===== src/rtl/vs_tdm_pkg.sv =====
// Shared definitions for the TDM serializer/deserializer pair.
// The framing state type and the lane-index width helper live here.
package vs_tdm_pkg;

  typedef enum logic [0:0] {
    TDM_HUNT = 1'b0,
    TDM_RUN  = 1'b1
  } tdm_state_e;

  // Width of a lane index; at least one bit so the counter always has storage
  function automatic int unsigned lane_idx_width(input int unsigned lanes);
    return (lanes > 1) ? $clog2(lanes) : 1;
  endfunction

endpackage


===== src/rtl/vs_mod_counter.sv =====
// Enable-driven modulo-Mod counter with a synchronous load that takes priority.
// Counts 0..Mod-1 and wraps to 0.
module vs_mod_counter #(
  parameter int unsigned Mod = 4,
  parameter int unsigned W   = (Mod > 1) ? $clog2(Mod) : 1
) (
  input  logic         clk_i,
  input  logic         rst_i,
  input  logic         en_i,
  input  logic         load_i,
  input  logic [W-1:0] load_val_i,
  output logic [W-1:0] cnt_o
);

  logic [W-1:0] cnt_q, cnt_d;

  always_comb begin
    cnt_d = cnt_q;
    if (load_i) begin
      cnt_d = load_val_i;
    end else if (en_i) begin
      cnt_d = (cnt_q == W'(Mod - 1)) ? '0 : cnt_q + 1'b1;
    end
  end

  always_ff @(posedge clk_i) begin
    if (rst_i) begin
      cnt_q <= '0;
    end else begin
      cnt_q <= cnt_d;
    end
  end

  assign cnt_o = cnt_q;

endmodule


===== src/rtl/vs_tdm_demux.sv =====
// Round-robin TDM deserializer: aligns on start-of-frame, fills a shadow bank one
// word per lane and publishes each complete frame on registered parallel outputs.
module vs_tdm_demux
  import vs_tdm_pkg::*;
#(
  parameter int unsigned WIDTH = 4,
  parameter int unsigned LANES = 4
) (
  input  logic                   clk,
  input  logic                   reset,
  input  logic                   in_valid,
  input  logic                   in_sof,
  input  logic [WIDTH-1:0]       in_data,
  output logic [LANES*WIDTH-1:0] out_data,
  output logic                   out_valid,
  output logic                   sync_err,
  output logic                   locked
);

  localparam int unsigned IdxW = lane_idx_width(LANES);
  localparam logic [IdxW-1:0] LastIdx = IdxW'(LANES - 1);

  tdm_state_e       state_q, state_d;
  logic [WIDTH-1:0] shadow_q [LANES];
  logic [WIDTH-1:0] shadow_d [LANES];
  logic [WIDTH-1:0] bank_q   [LANES];
  logic             out_valid_q;
  logic             sync_err_q, sync_err_d;
  logic             frame_done;
  logic             cnt_en, cnt_load;
  logic [IdxW-1:0]  lane_idx;

  vs_mod_counter #(
    .Mod (LANES),
    .W   (IdxW)
  ) u_lane_cnt (
    .clk_i      (clk),
    .rst_i      (reset),
    .en_i       (cnt_en),
    .load_i     (cnt_load),
    .load_val_i (IdxW'(1)),
    .cnt_o      (lane_idx)
  );

  always_comb begin
    state_d    = state_q;
    shadow_d   = shadow_q;
    sync_err_d = 1'b0;
    frame_done = 1'b0;
    cnt_en     = 1'b0;
    cnt_load   = 1'b0;
    unique case (state_q)
      TDM_HUNT: begin
        if (in_valid && in_sof) begin
          shadow_d[0] = in_data;
          cnt_load    = 1'b1;
          state_d     = TDM_RUN;
        end
      end
      TDM_RUN: begin
        if (in_valid) begin
          if (in_sof) begin
            // An SOF anywhere but lane 0 aborts the partial frame and restarts it
            shadow_d[0] = in_data;
            cnt_load    = 1'b1;
            sync_err_d  = (lane_idx != '0);
          end else if (lane_idx == '0) begin
            sync_err_d = 1'b1;
            state_d    = TDM_HUNT;
          end else begin
            shadow_d[lane_idx] = in_data;
            cnt_en             = 1'b1;
            frame_done         = (lane_idx == LastIdx);
          end
        end
      end
      default: state_d = TDM_HUNT;
    endcase
  end

  always_ff @(posedge clk) begin
    if (reset) begin
      state_q     <= TDM_HUNT;
      out_valid_q <= 1'b0;
      sync_err_q  <= 1'b0;
      for (int k = 0; k < int'(LANES); k++) begin
        shadow_q[k] <= '0;
        bank_q[k]   <= '0;
      end
    end else begin
      state_q     <= state_d;
      out_valid_q <= frame_done;
      sync_err_q  <= sync_err_d;
      shadow_q    <= shadow_d;
      if (frame_done) begin
        bank_q <= shadow_d;
      end
    end
  end

  for (genvar k = 0; k < int'(LANES); k++) begin : g_pack
    assign out_data[k*WIDTH +: WIDTH] = bank_q[k];
  end

  assign out_valid = out_valid_q;
  assign sync_err  = sync_err_q;
  assign locked    = (state_q == TDM_RUN);

endmodule


===== config.mk =====
export PLATFORM = sky130hd
export DESIGN_NAME = vs_tdm_demux
export DESIGN_NICKNAME = d
export VERILOG_FILES = /design/src/rtl/vs_tdm_pkg.sv /design/src/rtl/vs_mod_counter.sv /design/src/rtl/vs_tdm_demux.sv
export SDC_FILE = /design/constraint.sdc
export NUM_CORES = 1
export LEC_CHECK = 0
export BUFFER_PORTS_ARGS = -buffer_cell sky130_fd_sc_hd__buf_4
export CORE_MARGIN = 10
export CORE_UTILIZATION = 30
export DETAILED_ROUTE_END_ITERATION = 6
export SYNTH_ARGS = -nofsm -noshare
export SYNTH_HDL_FRONTEND = slang
export SYNTH_SLANG_ARGS = --single-unit

===== constraint.sdc =====
create_clock -name clk -period 1.7 [get_ports clk]
set_input_delay 0.17 -clock clk [delete_from_list [all_inputs] [get_ports clk]]
set_output_delay 0.17 -clock clk [all_outputs]
set_load 0.005 [all_outputs]

* Word level (Yosys, flattened, before mapping)
Cells that the tools add are included.
Storage, ports and cells: bits of input ports 8, logic and storage cells 57, flip-flop bits (word level) 37, output and inout bits 19
Cells by class: add/subtract/negate cells 1, muxes and demuxes 30, magnitude comparators 2, bitwise operators 3, equality and inequality tests 1, reductions and logical operators 7
Operator list (count):
- 16-bit 2-to-1 mux | 2
- 12-bit 2-to-1 mux | 2
- 1-bit 2-to-1 mux | 17
- 16-bit bitwise mux | 1
- 4-bit 2-to-1 mux | 3
- 4-bit demux with 2-bit select | 1
- 4-bit case mux with 2 select lines | 1
- 1-bit case mux with 2 select lines | 2
- 2-bit nonzero test | 2
- 3-bit greater-or-equal comparator, second input constant | 1
- 3-bit by 1-bit less-than comparator with 1-bit output, second input constant | 1
- 2-bit NOT with 3-bit output | 1
- 3-bit OR reduction | 1
- 2-bit by 1-bit adder with 2-bit output, second input constant | 1
- 2-bit == test, second input constant | 1
- 1-bit logical AND | 2
- 2-bit zero test | 1
- 2-bit 2-to-1 mux | 1
- 1-bit NOT | 2
- 2-bit OR reduction | 1

* Longest topological paths before layout
depth after elaboration 10, mapped depth 8, gate-level depth less buffers 7

* By module
From an unflattened synthesis, not the netlist that was laid out.
Unflattened totals: cells, all modules 150, area total of the unflattened synthesis 1388.8 um^2
Modules (own cells, without submodules):
- vs_tdm_demux | instances 1, cells an instance 139, area each 1272.5 um^2
- vs_mod_counter | instances 1, cells an instance 11, area each 116.4 um^2

* Worst setup path before layout
Ideal clock, no wire load.
kind register to register, start register u_lane_cnt.cnt_q[0] (netlist: u_lane_cnt.cnt_o[0]), end register u_lane_cnt.cnt_q[0] (netlist: u_lane_cnt.cnt_o[0]), slack 0.000 ns, data required time 1.626 ns, arrival 1.625 ns, stages on the path, launching flop included 9, cell sequence dfxtp_1 > inv_1 > ha_1 > buf_4 > inv_1 > ha_1 > nand3_1 > or3_1 > a31oi_1
Between the ends: cells in the longest elaborated chain, start to end 6, elaborated cells between the ends (all ways) 11, those cells by class add/sub: 1; eq/ne: 1; mux: 7; reduce/logical: 2
Ends and longest elaborated chain:
- start, declared | line vs_mod_counter.sv:15 | logic [W-1:0] cnt_q, cnt_d;
- start signal, assigned | line vs_mod_counter.sv:30 | cnt_q <= cnt_d;
- 2-bit zero test | line vs_tdm_demux.sv:67 | end else if (lane_idx == '0) begin
- 1-bit 2-to-1 mux | line vs_tdm_demux.sv:67
- 1-bit 2-to-1 mux | line vs_tdm_demux.sv:62 | if (in_sof) begin
- 1-bit 2-to-1 mux | line vs_tdm_demux.sv:61 | if (in_valid) begin
- 1-bit 2-to-1 mux | line vs_tdm_demux.sv:52 | unique case (state_q)
- 2-bit nonzero test (no line)
Parallel ways exist; a longest one is shown, timed or not. The select of a mux whose other input is x is not followed. A chain may end at the register's enable or synchronous reset.

* Worst setup path after layout
start register u_lane_cnt.cnt_q[0] (netlist: u_lane_cnt.cnt_o[0]), end register bank_q (netlist bit out_data[10])
Between the ends: cells in the longest elaborated chain, start to end 10, elaborated cells between the ends (all ways) 17, those cells by class order compare: 2; eq/ne: 1; mux: 11; bitwise: 1; reduce/logical: 2
Ends and longest elaborated chain:
- 2-bit NOT with 3-bit output (implied by the code) | line vs_tdm_demux.sv:71 | shadow_d[lane_idx] = in_data;
- 3-bit greater-or-equal comparator (implied by the code) / 3-bit by 1-bit less-than comparator with 1-bit output (equally long branches) | line vs_tdm_demux.sv:71
- 1-bit logical AND (implied by the code) | line vs_tdm_demux.sv:71
- 4-bit 2-to-1 mux (implied by the code) | line vs_tdm_demux.sv:71
- 4-bit demux with 2-bit select | line vs_tdm_demux.sv:71
- 16-bit bitwise mux | line vs_tdm_demux.sv:71
- 16-bit 2-to-1 mux | line vs_tdm_demux.sv:67
- 12-bit 2-to-1 mux | line vs_tdm_demux.sv:62
- 16-bit 2-to-1 mux | line vs_tdm_demux.sv:61
- 12-bit 2-to-1 mux | line vs_tdm_demux.sv:52
- end signal, assigned | line vs_tdm_demux.sv:96 | bank_q <= shadow_d;
- end, declared | line vs_tdm_demux.sv:26 | logic [WIDTH-1:0] bank_q [LANES];
Parallel ways exist; a longest one is shown, timed or not.

==> flow_summary.json <==
{
  "final_hold_viol_count": 0,
  "netlist_area_sq_um": 1490,
  "final_util_pct": 39.13,
  "wl_met2_mm": 1.528,
  "ff2ff_setup_slack_ps": 160,
  "port_buffers": 26,
  "total_power_mw": 1.644,
  "worstSetupEndpointType": "register",
  "finalInstanceArea_sq_um": 1861,
  "placed_area_sq_um": 1745,
  "critPathMaxStageDelay_ps": 370,
  "routed_wl_mm": 3.319,
  "die-area_sq_um": 8187,
  "ys_types": 23,
  "grt_max_degree": 38,
  "routed.top_layer": "met4",
  "nNetsFinal": 196,
  "maxSlewViolCount": 0,
  "n_antenna_cell": 0,
  "syn_area_per_cell_sq_um": 9.614,
  "vias": 1187,
  "die_x_um": 90.48,
  "tns_ps": 0,
  "drtIter0Drc": 102,
  "wl_met1_mm": 1.631,
  "dr.pass1.iters": 4,
  "synth_compound_area_share_pct": 18.14,
  "finalCriticalPeriod_ps": 1542,
  "area.growth.synth_to_final_pct": 24.85,
  "worst_pin_slew_ps": 379.8,
  "clkSinkCount": 37,
  "postCtsSetupBuffers": 0,
  "cts_buffers": 5,
  "grt_use_total_pct": 8.360,
  "ant_nets": 0,
  "maxSlewHeadroom_pct": 74.68,
  "crit_type": "register to register",
  "hold_ws_ps": 156.7,
  "final_cell_mix": "dfxtp_1, buf_4, nor2_1, a21oi_1, nand3_1",
  "grt_setup_unrepaired": "no",
  "path_clk_slew_ps": 70,
  "clk_latency_ps": 280,
  "power.density_nw_per_um2": 883.5,
  "drc_errors": 0,
  "crit_chain": "inv_1 -> ha_1 -> nand4bb_2 -> o21ai_0 -> a311oi_1",
  "grt_overflow_total": 0,
  "antenna_found_initial": 0,
  "grt_pass1_vias": 1212,
  "critPathLaunchType": "register",
  "routedWlPerCell_um": 13.28,
  "cts-htree-levels": 2,
  "reg2reg_to": "out_data[10]$_SDFFE_PP0P_",
  "syn_inst": 155,
  "core_sq_um": 4755,
  "worstReg2RegStart": "u_lane_cnt.cnt_o[0]$_SDFFE_PP0P_",
  "setup_viol": 0,
  "outcome": "completed",
  "grt_pass1_wl_mm": 5.816,
  "min_to": "locked$_SDFF_PP0_",
  "synth_seq_area_share_pct": 49.71,
  "drive_gt1_share_pct": 22.95,
  "wl_met3_um": 146,
  "yosys.area_share.simple_pct": 14.61,
  "fp-row-count": 25,
  "critPathMaxFanout": 8,
  "cp_data_required_time_ps": 1850,
  "synthMuxAreaShare_pct": 6.045,
  "finalCritPeriodShare_pct": 90.73,
  "worst_clock_skew_ps": 5.937,
  "ir_drop_mv": 0.3992,
  "clock.fmax_ghz": 0.6483,
  "syn_nets": 169,
  "maxCapViolCount": 0,
  "ys_warn_count": 0,
  "cts_tree": "done",
  "dp_hpwl_mm": 2.305,
  "layout.cells.most_common": "dfxtp_1",
  "synthXorXnorAreaFrac_pct": 0,
  "synth_top_family_by_area": "compound AO/OA/AOI/OAI gates",
  "rr_worst_depth": 5,
  "leakage_nw": 0.7352,
  "critPathArrivalTime_ps": 1700,
  "hp-start": "in_valid",
  "start_util_pct": 31.34,
  "crit_family": "compound AO/OA/AOI/OAI gates",
  "hold_class": "input pin to register",
  "cts_buffer_depth": 2,
  "whs_path_depth": 2,
  "crit_buf_inv": 1,
  "die_y_um": 90.48,
  "cp_slowest_cell": "nand4bb_2",
  "avgViaCountPerCell": 4.748,
  "gp_congestion": 0.7848,
  "io-pin-count": 27,
  "ys_ff_latch": 37,
  "synthAdderAreaFrac_pct": 5.038,
  "root_buffer": "clkbuf_8"
}
[repair_timing]
item,CTS,global route
resized for setup,0,7
setup endpoints to repair,0,15
hold buffers,0,0
[report_power, final]
part | total (mW) | switching, mW | internal [mW]
logic | 0.102 | 0.0597 | 0.0421
registers | 0.881 | 0.00612 | 0.875
clock network | 0.661 | 0.295 | 0.366
[layout make-up]
type,instances,area (sq um)
Inverter,6,22.52
Multi-Input combinational cell,101,666.9
Timing Repair Buffer,31,245.2
Fill cell,489,2894
Tap cell,67,83.83
Sequential cell,37,740.7
Clock inverter,1,5.005
Clock buffer,7,96.34
[layer usage]
metal / track usage (%) / up-vias
met5: 0 / -
met4: 2.785 / 0
met3: 2.993 / 3
met2: 13.58 / 24
met1: 9.933 / 547
li1: - / 613
[cell usage after synthesis]
| cell type | n | area share [%] |
|---|---|---|
| and4b_1 | 2 | 1.3 |
| nor3b_1 | 1 | 0.50 |
| ha_1 | 6 | 5.0 |
| dfxtp_1 | 37 | 50 |
| inv_1 | 6 | 1.5 |
| clkbuf_1 | 4 | 1.0 |
| nand4bb_1 | 1 | 0.76 |
| nand3_1 | 13 | 4.4 |
| a211oi_1 | 8 | 4.0 |
| o21ai_0 | 12 | 4.0 |
| a31oi_1 | 1 | 0.42 |
| buf_6 | 1 | 0.76 |
| buf_2 | 2 | 0.67 |
| nand4b_1 | 1 | 0.59 |
| and4bb_1 | 1 | 0.84 |
| or3_1 | 1 | 0.42 |
| mux2i_1 | 9 | 6.0 |
| buf_8 | 1 | 1.0 |
| a21oi_1 | 13 | 4.4 |
| nor2_1 | 21 | 5.3 |
| nand2_1 | 2 | 0.50 |
| buf_4 | 3 | 1.5 |
| a311oi_1 | 9 | 5.3 |
[registers in the layout, indices dropped and copies added, names as in the netlist]
| register | count |
|---|---|
| out_data | 16 |
| shadow_q | 16 |
| u_lane_cnt.cnt_o | 2 |
| locked | 1 |
| out_valid | 1 |
| sync_err | 1 |
[worst register-to-register path, cell delays in order (launching register included)]
cell and delay, ps:
dfxtp_1 330, inv_1 60, ha_1 240, nand4bb_2 370, o21ai_0 300, a311oi_1 120
[how the worst max path moves through the flow]
stage	from	to	cells past startpoint
detailed placement	u_lane_cnt.cnt_o[0]$_SDFFE_PP0P_	out_data[6]$_SDFFE_PP0P_	5
global route	u_lane_cnt.cnt_o[0]$_SDFFE_PP0P_	out_data[8]$_SDFFE_PP0P_	5
floorplan	u_lane_cnt.cnt_o[0]$_SDFFE_PP0P_	u_lane_cnt.cnt_o[0]$_SDFFE_PP0P_	8
global placement	u_lane_cnt.cnt_o[0]$_SDFFE_PP0P_	out_data[6]$_SDFFE_PP0P_	5
CTS	u_lane_cnt.cnt_o[0]$_SDFFE_PP0P_	out_data[8]$_SDFFE_PP0P_	5
finish	u_lane_cnt.cnt_o[0]$_SDFFE_PP0P_	out_data[10]$_SDFFE_PP0P_	5
[kinds of logic after synthesis]
kind of cell / count (synthesis)
mux: 9
simple gates: 43
buf+inv: 17
flops: 37
compound gates: 43
fa+ha+maj: 6
[through the flow]
stage               std cells  worst slack, ps
floorplan                 155           0.4230
global placement          242            140.4
detailed placement        242            115.3
CTS                       250            100.8
global route              250            19.26
finish                    250            157.6
No activity file was read; power rests on OpenSTA's default activity.
